[config.mk]
export PLATFORM = sky130hd
export DESIGN_NAME = mem_arbiter
export DESIGN_NICKNAME = d
export VERILOG_FILES = /design/src/rtl/mem_arbiter_pkg.sv /design/src/rtl/mem_arbiter_rr_arb2.sv /design/src/rtl/mem_arbiter.sv
export SDC_FILE = /design/constraint.sdc
export NUM_CORES = 1
export LEC_CHECK = 0
export ABC_AREA = 1
export CORE_MARGIN = 2
export CORE_UTILIZATION = 42
export DETAILED_ROUTE_END_ITERATION = 6
export GPL_ROUTABILITY_DRIVEN = 0
export PLACE_DENSITY = 0.91
export SLEW_MARGIN = 30
export SYNTH_ARGS = -nofsm -noshare
export SYNTH_HDL_FRONTEND = slang
export SYNTH_SLANG_ARGS = --single-unit
[constraint.sdc]
create_clock -name clk -period 1.65 [get_ports clk]
set_input_delay 0.2475 -clock clk [delete_from_list [all_inputs] [get_ports clk]]
set_output_delay 0.2475 -clock clk [all_outputs]
set_load 0.005 [all_outputs]
[src/rtl/mem_arbiter_pkg.sv]
// Shared types and defaults for the two-requester memory arbiter.
//   state_e : arbiter FSM states (IDLE / ACCESS / RESPOND)
//   owner_e : which requester owns the access in flight
//   DEF_*   : default bus widths and access timeout
package mem_arbiter_pkg;

  localparam int DEF_ADDR_W   = 32;
  localparam int DEF_DATA_W   = 32;
  localparam int DEF_MAX_WAIT = 16;

  typedef enum logic [1:0] {
    ST_IDLE    = 2'd0,
    ST_ACCESS  = 2'd1,
    ST_RESPOND = 2'd2
  } state_e;

  typedef enum logic {
    OWN_CPU = 1'b0,
    OWN_DMA = 1'b1
  } owner_e;

endpackage

[src/rtl/mem_arbiter_rr_arb2.sv]
// Two-request round-robin grant, purely combinational.
//   cpu_req_i, dma_req_i : live requests
//   last_i               : requester served most recently
//   win_o                : granted requester (only meaningful if a request is up)
module rr_arb2
  import mem_arbiter_pkg::*;
(
  input  logic   cpu_req_i,
  input  logic   dma_req_i,
  input  owner_e last_i,
  output owner_e win_o
);

  // DMA wins when it is alone, or on a tie when CPU went last.
  always_comb begin
    win_o = OWN_CPU;
    if (dma_req_i && (!cpu_req_i || last_i == OWN_CPU)) win_o = OWN_DMA;
  end

endmodule

[src/rtl/mem_arbiter.sv]
// Arbiter sharing one single-port memory between a CPU and a DMA requester.
// One access in flight at a time; round-robin on ties; access timeout sets err.
//   clk, reset_n                    : clock, async active-low reset
//   cpu_* / dma_*                   : requester ports (req/we/addr/wdata in, ack/rdata out)
//   mem_en/we/addr/wdata            : memory request, driven while in ACCESS
//   mem_rdata, mem_ready            : memory response, looked at only in ACCESS
//   err                             : timeout flag, valid with the ack, held until next ack
//   cpu_stall                       : cpu_req & ~cpu_ack
module mem_arbiter
  import mem_arbiter_pkg::*;
#(
  parameter int ADDR_W   = DEF_ADDR_W,
  parameter int DATA_W   = DEF_DATA_W,
  parameter int MAX_WAIT = DEF_MAX_WAIT
) (
  input  logic              clk,
  input  logic              reset_n,
  input  logic              cpu_req,
  input  logic              cpu_we,
  input  logic [ADDR_W-1:0] cpu_addr,
  input  logic [DATA_W-1:0] cpu_wdata,
  output logic              cpu_ack,
  output logic [DATA_W-1:0] cpu_rdata,
  input  logic              dma_req,
  input  logic              dma_we,
  input  logic [ADDR_W-1:0] dma_addr,
  input  logic [DATA_W-1:0] dma_wdata,
  output logic              dma_ack,
  output logic [DATA_W-1:0] dma_rdata,
  output logic              mem_en,
  output logic              mem_we,
  output logic [ADDR_W-1:0] mem_addr,
  output logic [DATA_W-1:0] mem_wdata,
  input  logic [DATA_W-1:0] mem_rdata,
  input  logic              mem_ready,
  output logic              err,
  output logic              cpu_stall
);

  localparam int CNT_W = $clog2(MAX_WAIT + 1);

  state_e            state_q, state_d;
  owner_e            owner_q, owner_d;
  owner_e            last_q,  last_d;
  owner_e            win;
  logic              we_q,    we_d;
  logic [ADDR_W-1:0] addr_q,  addr_d;
  logic [DATA_W-1:0] wdata_q, wdata_d;
  logic [CNT_W-1:0]  cnt_q,   cnt_d;
  logic              err_q,   err_d;
  logic [DATA_W-1:0] cpu_rd_q, cpu_rd_d;
  logic [DATA_W-1:0] dma_rd_q, dma_rd_d;

  rr_arb2 u_arb (
    .cpu_req_i (cpu_req),
    .dma_req_i (dma_req),
    .last_i    (last_q),
    .win_o     (win)
  );

  always_comb begin
    state_d  = state_q;
    owner_d  = owner_q;
    last_d   = last_q;
    we_d     = we_q;
    addr_d   = addr_q;
    wdata_d  = wdata_q;
    cnt_d    = cnt_q;
    err_d    = err_q;
    cpu_rd_d = cpu_rd_q;
    dma_rd_d = dma_rd_q;
    case (state_q)
      ST_IDLE: begin
        if (cpu_req || dma_req) begin
          owner_d = win;
          we_d    = (win == OWN_DMA) ? dma_we    : cpu_we;
          addr_d  = (win == OWN_DMA) ? dma_addr  : cpu_addr;
          wdata_d = (win == OWN_DMA) ? dma_wdata : cpu_wdata;
          cnt_d   = '0;
          state_d = ST_ACCESS;
        end
      end
      ST_ACCESS: begin
        if (mem_ready) begin
          if (!we_q) begin
            if (owner_q == OWN_DMA) dma_rd_d = mem_rdata;
            else                    cpu_rd_d = mem_rdata;
          end
          err_d   = 1'b0;
          state_d = ST_RESPOND;
        end else if (cnt_q == CNT_W'(MAX_WAIT - 1)) begin
          // This is the MAX_WAIT-th cycle without ready: give up, keep rdata.
          err_d   = 1'b1;
          state_d = ST_RESPOND;
        end else begin
          cnt_d = cnt_q + 1'b1;
        end
      end
      ST_RESPOND: begin
        last_d  = owner_q;
        state_d = ST_IDLE;
      end
      default: state_d = ST_IDLE;
    endcase
  end

  always_ff @(posedge clk or negedge reset_n) begin
    if (!reset_n) begin
      state_q  <= ST_IDLE;
      owner_q  <= OWN_CPU;
      last_q   <= OWN_CPU;
      we_q     <= 1'b0;
      addr_q   <= '0;
      wdata_q  <= '0;
      cnt_q    <= '0;
      err_q    <= 1'b0;
      cpu_rd_q <= '0;
      dma_rd_q <= '0;
    end else begin
      state_q  <= state_d;
      owner_q  <= owner_d;
      last_q   <= last_d;
      we_q     <= we_d;
      addr_q   <= addr_d;
      wdata_q  <= wdata_d;
      cnt_q    <= cnt_d;
      err_q    <= err_d;
      cpu_rd_q <= cpu_rd_d;
      dma_rd_q <= dma_rd_d;
    end
  end

  // Outputs decode from registered state so reset drops them without an edge.
  assign mem_en    = (state_q == ST_ACCESS);
  assign mem_we    = mem_en & we_q;
  assign mem_addr  = addr_q;
  assign mem_wdata = wdata_q;
  assign cpu_ack   = (state_q == ST_RESPOND) && (owner_q == OWN_CPU);
  assign dma_ack   = (state_q == ST_RESPOND) && (owner_q == OWN_DMA);
  assign cpu_rdata = cpu_rd_q;
  assign dma_rdata = dma_rd_q;
  assign err       = err_q;
  assign cpu_stall = cpu_req & ~cpu_ack;

endmodule

==> metrics.txt <==
outcome=finished, final reports clean; first-pass GRT wire length=about 32000 um; Slew headroom=between 70 and 80%; Warnings, synthesis=0; max_cap viols=0; H-tree lvl count=4; Boundary Pins=about 300; Worst Tran Pin Value=~400 ps; clock slew at reported path FFs=approximately 60 ps; synthesized area=6770 sq um; Final Hold Fails=0; endpoints failing setup=0; Power Density=around 1600 nW/um^2; Critical-path top delay cell=dfrtp_1; first-pass iteration count of the detailed router=4; critical path class=reg2out; via density per instance=between 4 and 5; crit path cell chain=buf_6 -> inv_2 -> nand2_4 -> nor2_2 -> buf_2; worst r2r src=cnt_q[0]; initial antenna violation count=0; Startpoint Class=flop; Clock Sinks=between 100 and 150; DRC violations left=0; CTS buffer count=17; port bufs=300; CP peak stage delay=460 ps; shortest period the worst path allows=approximately 1600 ps; later-pin clock latency in the skew report=410 ps; Final Worst Setup Slack=around 31 ps; Worst EP arrival=around 1400 ps; Worst Setup End Kind=output port; worst path required time=~1400 ps; DIE WIDTH=131 um; cells after synthesis=between 900 and 1000; Max FO, Critical Path=5; clk buf depth=2; sequential share of the synthesized area=51.4%; DP HPWL=around 15000 um; peak supply drop=~0.00097 V; Reg-to-Reg End=cnt_q[2]; vias in the first global route=approximately 6600; crit share post-route=between 90% and 100%; fillers=around 1200; clk_skew=11.8 ps; Mapped Nets=~1100; placed instance area=around 10000 sq um; Leakage=5.64 nW; flop-to-flop setup slack=between 100 and 150 ps; Root Buffer=clkbuf_16; ANT cells=0; initial core utilization=between 40% and 50%; share of cells above drive strength 1=6.55%; routed wire length=20500 um; GR Overflow Total=0; Power Total=17.7 mW; Antenna Violating Nets Remaining=0; Routed WL per cell=14.3 um; Die Y=between 100 and 150 um; worst hold path type=in2async; 1st-iter DRT viols=approximately 400; Total Routing Usage GR=23.9%; pin count of the biggest net entering global routing=66; #FFs+latches synth=roughly 140; CTS tree=yes; Syn Area/Cell=approximately 7.4 sq um; Yosys cell types=14; Final Util=67.8%; floorplan row count=46; DR vias=between 6000 and 7000; Highest Clock Rate=618 MHz; Reg2Reg Depth=9; Nets=1378; Core ar.=15800 sq um; Final Max Slew Viols=0; fin area=~11000 sq um; Area growth, synth to finish=58.7%; Die ar.=17100 sq um; pre-CTS WS=-12.7 ps
metal layers:
| metal | GRT usage, % | wire length (um) |
|---|---|---|
| met3 | 6.47 | 1870 |
| met2 | 42.7 | 10500 |
| met1 | 27.4 | 7650 |
| met4 | 9.32 | 514 |
| met5 | 0 | 0 |
metrics by stage:
step,hold WS (ps),cells,TNS [ps]
after floorplan,-48.1,914,0
after detailed placement,186,1401,-31.3
after CTS,328,1436,-196
after global routing,372,1438,-65.0
final,346,1438,0
after global placement,184,1401,0
report_power, final:
group	internal (mW)	total [mW]	switching [mW]
clock network	2.31	3.80	1.49
registers	5.01	5.98	0.972
logic	4.27	7.88	3.60
repair_timing:
item | 4_1_cts | 5_1_grt
gates resized for setup | 13 | 5
hold endpoints to repair | 34 | 0
setup endpoints to repair | 5 | 4
buffers inserted | 2 | 2
hold buffers | 1 | 0
worst max-delay path, delay by kind of cell, from the launching register on:
| kind | cells | cell delay, ps |
|---|---|---|
| flip-flops | 1 | 460 |
| AND/OR/NAND/NOR | 2 | 150 |
| buffers and inverters | 3 | 350 |
worst max path at each step:
| stage | to | start | slack, ps |
|---|---|---|---|
| floorplan | cnt_q[2] | cnt_q[0] | 300 |
| global placement | cpu_stall | cpu_req | 20 |
| detailed placement | mem_wdata[11] | cpu_req | -10 |
| CTS | cpu_stall | state_q[0] | -200 |
| global route | mem_en | state_q[1] | -40 |
| finish | mem_we | state_q[1] | 30 |
synthesized netlist by cell type:
cell type	n	area, sq um
nand2_2	1	6.26
nand4_1	1	6.26
clkbuf_1	5	18.8
nor2_1	12	45.0
nand3_1	201	1010
nand2_1	352	1320
o21ai_0	4	20.0
buf_4	13	97.6
nor2_2	2	12.5
buf_2	36	180
ha_1	2	25.0
inv_1	143	537
inv_2	3	11.3
dfrtp_1	139	3480
layout make-up:
cell class,count,area (sq um),share of cell area [%]
Inverter,146,548,5.10
Clock buffer,19,453,4.22
Timing Repair Buffer,330,3360,31.3
Clock inverter,13,140,1.31
Sequential cell,139,3480,32.4
Tap cell,216,270,2.52
Multi-Input combinational cell,575,2480,23.1
kinds of logic after synthesis:
kind of cell    after synthesis  share of synthesized area [%]
simple gates                569                           35.4
buf+inv                     200                           12.5
flops                       139                           51.4
compound gates                4                          0.296
fa+ha+maj                     2                          0.370
layout by cell type, fill, tap and decap left out, drive strengths merged:
master / Yosys / layout
nand2: 353 / 353
clkdlybuf4s50: 0 / 293
nand3: 201 / 201
inv: 146 / 149
dfrtp: 139 / 139
buf: 49 / 32
clkbuf: 5 / 19
nor2: 14 / 14
clkinvlp: 0 / 4
o21ai: 4 / 4
clkinv: 0 / 4
dlygate4sd2: 0 / 3
ha: 2 / 2
bufinv: 0 / 2
nand4: 1 / 1
dlygate4sd3: 0 / 1
dlymetal6s2s: 0 / 1
sequential cells by signal (all words and copies together) (netlist names):
| signal | cells |
|---|---|
| cnt_q | 5 |
| cpu_rdata | 32 |
| dma_rdata | 32 |
| err | 1 |
| last_q | 1 |
| mem_addr | 32 |
| mem_wdata | 32 |
| owner_q | 1 |
| state_q | 2 |
| we_q | 1 |
(Power assumes the default switching activity.)
